<file path="src/rtl/usb_pkg.sv">
// Shared USB transmit-path types: transmitter command codes, scheduler states
// and the default payload limit.
package usb_pkg;

    typedef enum logic [1:0] {
        TX_NONE = 2'd0,
        TX_DATA = 2'd1,
        TX_ACK  = 2'd2,
        TX_NAK  = 2'd3
    } tx_packet_t;

    typedef enum logic [2:0] {
        S_IDLE       = 3'd0,
        S_ISSUE      = 3'd1,
        S_WAIT_START = 3'd2,
        S_WAIT_DONE  = 3'd3,
        S_GAP        = 3'd4
    } sched_state_t;

    localparam int MAX_DATA_SIZE_DEF = 64;

endpackage

</file>
<file path="src/rtl/usb_tx_sched_timer.sv">
// Loadable saturating down-counter shared by the start-timeout and
// inter-packet-gap phases; o_terminal is high while the count is zero.
module usb_tx_sched_timer #(
    parameter int W = 5
) (
    input  logic         clk,
    input  logic         rst,
    input  logic         i_clear,
    input  logic         i_load,
    input  logic [W-1:0] i_load_val,
    input  logic         i_en,
    output logic         o_terminal
);

    logic [W-1:0] r_count;

    always_ff @(posedge clk or posedge rst) begin
        if (rst) begin
            r_count <= '0;
        end else if (i_clear) begin
            r_count <= '0;
        end else if (i_load) begin
            r_count <= i_load_val;
        end else if (i_en && (r_count != '0)) begin
            r_count <= r_count - 1'b1;
        end
    end

    assign o_terminal = (r_count == '0);

endmodule

</file>
<file path="src/rtl/usb_tx_scheduler.sv">
// USB transmit scheduler: arbitrates handshake vs data requests, issues the
// transmitter command and enforces the inter-packet gap. USB_TX_SCHED_TOGGLE_EN
// enables internal DATA0/DATA1 toggle tracking.
module usb_tx_scheduler
    import usb_pkg::*;
#(
    parameter int START_TIMEOUT = 16,
    parameter int IPG_CYCLES    = 8,
    parameter int MAX_DATA_SIZE = MAX_DATA_SIZE_DEF
) (
    input  logic       clk,
    input  logic       rst,
    input  logic       hs_req,
    input  logic       hs_type,
    output logic       hs_done,
    input  logic       data_req,
    input  logic [6:0] data_size,
    output logic       data_done,
    output logic       data_err,
    input  logic       toggle_reset,
    output logic [1:0] tx_packet,
    output logic [6:0] tx_packet_data_size,
    output logic       data_pid_odd,
    input  logic       tx_status,
    output logic       busy,
    output logic [2:0] dbg_state
);

    localparam int TMR_MAX = (START_TIMEOUT > IPG_CYCLES) ? START_TIMEOUT : IPG_CYCLES;
    localparam int TMR_W   = $clog2(TMR_MAX) + 1;
    // The counter is zero on the last cycle of a phase, so load one less.
    localparam logic [TMR_W-1:0] START_LOAD = TMR_W'(START_TIMEOUT - 1);
    localparam logic [TMR_W-1:0] GAP_LOAD   = TMR_W'(IPG_CYCLES - 1);

    sched_state_t r_state, w_next_state;
    tx_packet_t   w_pkt;
    logic         r_is_data;
    logic         r_hs_nak;
    logic [6:0]   r_size;
    logic         r_hs_done;
    logic         r_data_done;
    logic         r_data_err;
    logic         r_pid_odd;
    logic         w_size_ok;
    logic         w_grant_hs;
    logic         w_grant_data;
    logic         w_reject;
    logic         w_tx_fall;
    logic         w_timeout;
    logic         w_tmr_clear;
    logic         w_tmr_load;
    logic         w_tmr_en;
    logic         w_tmr_term;
    logic [TMR_W-1:0] w_tmr_load_val;

    assign w_size_ok    = (int'(data_size) <= MAX_DATA_SIZE);
    assign w_grant_hs   = (r_state == S_IDLE) && hs_req;
    // r_data_err blocks the request that is still held during the error pulse.
    assign w_grant_data = (r_state == S_IDLE) && !hs_req && data_req && !r_data_err && w_size_ok;
    assign w_reject     = (r_state == S_IDLE) && !hs_req && data_req && !r_data_err && !w_size_ok;
    assign w_tx_fall    = (r_state == S_WAIT_DONE) && !tx_status;
    assign w_timeout    = (r_state == S_WAIT_START) && !tx_status && w_tmr_term;

    assign w_tmr_clear    = (r_state == S_IDLE);
    assign w_tmr_load     = (r_state == S_ISSUE) || w_tx_fall || w_timeout;
    assign w_tmr_load_val = (r_state == S_ISSUE) ? START_LOAD : GAP_LOAD;
    assign w_tmr_en       = (r_state == S_WAIT_START) || (r_state == S_GAP);

    usb_tx_sched_timer #(.W(TMR_W)) u_timer (
        .clk        (clk),
        .rst        (rst),
        .i_clear    (w_tmr_clear),
        .i_load     (w_tmr_load),
        .i_load_val (w_tmr_load_val),
        .i_en       (w_tmr_en),
        .o_terminal (w_tmr_term)
    );

    always_ff @(posedge clk or posedge rst) begin
        if (rst) begin
            r_state <= S_IDLE;
        end else begin
            r_state <= w_next_state;
        end
    end

    always_comb begin
        w_next_state = r_state;
        case (r_state)
            S_IDLE:       if (w_grant_hs || w_grant_data) w_next_state = S_ISSUE;
            S_ISSUE:      w_next_state = S_WAIT_START;
            S_WAIT_START: begin
                if (tx_status) w_next_state = S_WAIT_DONE;
                else if (w_tmr_term) w_next_state = S_GAP;
            end
            S_WAIT_DONE:  if (!tx_status) w_next_state = S_GAP;
            S_GAP:        if (w_tmr_term) w_next_state = S_IDLE;
            default:      w_next_state = S_IDLE;
        endcase
    end

    always_comb begin
        w_pkt = TX_NONE;
        if (r_state == S_ISSUE) begin
            if (r_is_data) w_pkt = TX_DATA;
            else if (r_hs_nak) w_pkt = TX_NAK;
            else w_pkt = TX_ACK;
        end
    end

    assign tx_packet           = w_pkt;
    assign busy                = (r_state != S_IDLE);
    assign dbg_state           = r_state;
    assign tx_packet_data_size = ((r_state != S_IDLE) && r_is_data) ? r_size : 7'd0;
    assign data_pid_odd        = ((r_state != S_IDLE) && r_is_data) ? r_pid_odd : 1'b0;
    assign hs_done             = r_hs_done;
    assign data_done           = r_data_done;
    assign data_err            = r_data_err;

    always_ff @(posedge clk or posedge rst) begin
        if (rst) begin
            r_is_data <= 1'b0;
            r_hs_nak  <= 1'b0;
            r_size    <= 7'd0;
        end else if (w_grant_hs) begin
            r_is_data <= 1'b0;
            r_hs_nak  <= hs_type;
            r_size    <= 7'd0;
        end else if (w_grant_data) begin
            r_is_data <= 1'b1;
            r_hs_nak  <= 1'b0;
            r_size    <= data_size;
        end
    end

    always_ff @(posedge clk or posedge rst) begin
        if (rst) begin
            r_hs_done   <= 1'b0;
            r_data_done <= 1'b0;
            r_data_err  <= 1'b0;
        end else begin
            r_hs_done   <= (w_tx_fall || w_timeout) && !r_is_data;
            r_data_done <= w_tx_fall && r_is_data;
            r_data_err  <= w_reject || (w_timeout && r_is_data);
        end
    end

`ifdef USB_TX_SCHED_TOGGLE_EN
    logic r_toggle;

    // toggle_reset beats a coincident completion flip.
    always_ff @(posedge clk or posedge rst) begin
        if (rst) begin
            r_toggle <= 1'b0;
        end else if (toggle_reset) begin
            r_toggle <= 1'b0;
        end else if (w_tx_fall && r_is_data) begin
            r_toggle <= ~r_toggle;
        end
    end

    always_ff @(posedge clk or posedge rst) begin
        if (rst) begin
            r_pid_odd <= 1'b0;
        end else if (w_grant_data) begin
            r_pid_odd <= r_toggle;
        end
    end
`else
    logic w_unused_toggle_reset;

    assign w_unused_toggle_reset = toggle_reset;
    assign r_pid_odd             = 1'b0;
`endif

endmodule

</file>
<file path="config.mk">
export PLATFORM = sky130hd
export DESIGN_NAME = usb_tx_scheduler
export DESIGN_NICKNAME = d
export VERILOG_FILES = /design/src/rtl/usb_pkg.sv /design/src/rtl/usb_tx_sched_timer.sv /design/src/rtl/usb_tx_scheduler.sv
export SDC_FILE = /design/constraint.sdc
export NUM_CORES = 1
export LEC_CHECK = 0
export CORE_AREA = 2 2 55 52
export DETAILED_ROUTE_END_ITERATION = 6
export DIE_AREA = 0 0 57 54
export PLACE_DENSITY = 0.86
export RECOVER_POWER = 50
export SLEW_MARGIN = 40
export SYNTH_ARGS = -nofsm -noshare
export SYNTH_HDL_FRONTEND = slang
export SYNTH_SLANG_ARGS = --single-unit
</file>
<file path="constraint.sdc">
create_clock -name clk -period 2.6 [get_ports clk]
set_clock_uncertainty 0.2 [all_clocks]
set_input_delay 0.39 -clock clk [delete_from_list [all_inputs] [get_ports clk]]
set_output_delay 0.39 -clock clk [all_outputs]
set_load 0.01 [all_outputs]
</file>
==> metrics <==
largest net degree at the start of global routing 21; first-pass GRT wire length 3.98 mm; Critical Path Max Stage Delay 0.54 ns; Total GRT Usage 0.165; drt pass-1 iters 4; H-Tree Depth 1; fin crit share 0.945; total wire length 2.48 mm; number of synthesized flops with an enable pin 0; Vias 959; clock sinks 20; First DRT Iteration DRCs 29; CP Max Fanout 11; die width 57 um; Final #Nets 166; critical path buffer and inverter count 2; reg2reg setup slack 0.41 ns; Synth Area per Inst 9.44 um^2; Critical Path Source Type flop; Placer Congestion 0.750; starting density of the core 0.438; FP Rows 18; synthesized cell area 1120 um^2; Crit Reg-Reg Startpoint u_timer.r_count[0]; Crit-path slowest cell clkdlybuf4s50_1; boundary pin count 31; Peak VDD IR 0.000732 V; Port Buffers 28; status finished, final reports clean; Final Hold Vio Count 0; Root Buffer clkbuf_4; cell family with most CP delay buffers and inverters; Ys Warns 0; flops & latches, synth 20; synth top area cells dfrtp_1, mux2i_1, and3_1; Synth cell types 39; Core Footprint 2570 um^2; fin cells 180; syn_nets 134; Hold EP r_hs_nak; Worst-Skew Late Latency 0.30 ns; vias per cell 5.33; routed len/inst 13.8 um; worst-path cell chain buf_4 -> nor2_1 -> nand2_1 -> nor2_1 -> clkdlybuf4s50_1; GR Overflow Total 0; crit-path most repeated cell nor2_1; Lkg Pwr 0.705 nW; f_max 407 MHz; Hold Crit Start r_hs_nak; Tmin final 2.46 ns; Worst Max-Slew Pin Slew 0.692 ns; Worst Reg-to-Reg Cells 6; sequential area share after synthesis 0.445; RSZ-0062 raised after global routing no; P&R area growth vs syn 32.5%; Pwr Density 1070 nW/um^2; Inst Count DP 176; crit path capture type output pin; # diodes 0; Min-Delay Path Depth 2; Clk pin slew, worst setup/hold paths 0.11 ns; initial antenna violation count 0; max_slew headroom 0.536; DRC 0; Data required, critical path 2.01 ns; Mapped Cells 119; clock tree buffer depth 2; Crit Path Class flop to output pin; Die H 54 um; max cap viols 0; Synth top area share 0.445; final setup violating endpoints 0; HPWL after DPL 1.84 mm; CTS tree done; largest area contributor in the netlist dfrtp_1; Final Slew Violations 0; post-route ant nets 0; Num CTS Buffers 3; fraction of layout cells with a size suffix above 1 0.120; die area 3080 um^2; Arrival @ worst endpoint 1.87 ns; Top FF cell, synth dfrtp_1; vias in the first global route 947; async set-reset flop share out of synthesis 1.00; Reg-to-Reg End u_timer.r_count[1]; worst hold path class flop to flop; setup TNS 0 ns
==> metal layers <==
| metal | GRT usage | up-vias | wire length (um) |
|---|---|---|---|
| met4 | 0.0853 | 0 | 47 |
| li1 | - | 469 | - |
| met2 | 0.297 | 31 | 1230 |
| met3 | 0.0192 | 7 | 74 |
| met1 | 0.198 | 452 | 1130 |
| met5 | 0 | - | 0 |
==> layout by cell type, fill, tap and decap left out, types with 2 or more instances in the layout <==
cell,n
mux2i_1,8
nor2b_1,3
nand2b_1,3
nor3_1,2
clkbuf_4,3
nor2_1,8
o21ai_0,2
buf_4,5
o21a_1,2
clkdlybuf4s50_1,23
dlygate4sd3_1,5
o211ai_1,2
nand3_1,2
nand2_1,13
dfrtp_1,19
and3_1,8
inv_1,11
nand4_1,2
a21oi_1,5
==> kinds of logic (layout without fill, tap and decap cells) <==
kind of cell,Yosys count,after routing,share of synthesized area
flops,20,20,0.445
fa+ha+maj,2,2,0.0200
other cells,1,1,0.00334
buf+inv,18,49,0.0713
mux,8,8,0.0713
simple gates,50,50,0.256
xor+xnor,1,1,0.00780
compound gates,19,19,0.125
==> worst min-delay path: stages (launching register included) <==
cell	delay [ns]
dfrtp_1	0.39
nand2_1	0.06
o21ai_1	0.05
==> how the worst max path moves through the flow <==
| stage | slack [ns] | from | cells after the start | to |
|---|---|---|---|---|
| after global routing | 0.002 | dbg_state[2] | 5 | tx_packet[0] |
| after detailed placement | 0.11 | data_size[5] | 6 | r_size[4] |
| after global placement | 0.15 | data_size[5] | 6 | r_size[1] |
| after CTS | 0.02 | dbg_state[1] | 4 | tx_packet_data_size[5] |
| final | 0.14 | dbg_state[2] | 5 | tx_packet[1] |
| after floorplan | 0.60 | u_timer.r_count[0] | 6 | u_timer.r_count[1] |
==> state kept, by name (all words and copies together) (netlist names) <==
register and count:
data_err 1, data_done 1, r_size 7, r_is_data 1, dbg_state 3, u_timer.r_count 5
r_hs_nak 1, hs_done 1
==> cell type report <==
class                   count  area [um^2]
fillers                   222         1080
multi-input cells          81          534
flip-flops and latches     20          502
repair buffers             33          318
inverters                  12         45.0
well taps                  30         37.5
clock inverters             1         30.0
clock buffers               3         22.5
==> timing repair <==
action | CTS | global route
endpoints found under the setup margin | 0 | 9
resized for setup | 0 | 2
hold buffers | 0 | 0
setup buffers | 0 | 0
==> cell usage after synthesis, types with 2 or more instances <==
cell      instances
mux2i_1           8
o21a_1            2
nand2_1          13
nand4_1           2
o21ai_0           2
nor2b_1           3
a21oi_1           5
inv_1            12
nand3_1           2
nor3_1            3
o211ai_1          2
dfrtp_1          20
clkbuf_1          3
and3_1            8
nor2_1            8
nand2b_1          3
==> metrics by stage <==
step                utilization  area [um^2]  hold slack, ns  setup WS, ns  total power, mW
finish                    0.580         1490           0.328         0.143             1.60
global route              0.580         1490           0.354       0.00206             1.72
CTS                       0.583         1500           0.332        0.0167             1.60
detailed placement        0.562         1440           0.315         0.114             1.34
global placement          0.562         1440           0.307         0.155             1.29
floorplan                     -         1120           0.154         0.604             1.04
==> report_power, final <==
group / switching (mW) / leakage, nW / internal [mW]
Sequential: 0.112 / 0.261 / 0.433
Combinational: 0.413 / 0.416 / 0.388
Clock: 0.0960 / 0.0279 / 0.156
No activity file was read; power rests on OpenSTA's default activity.
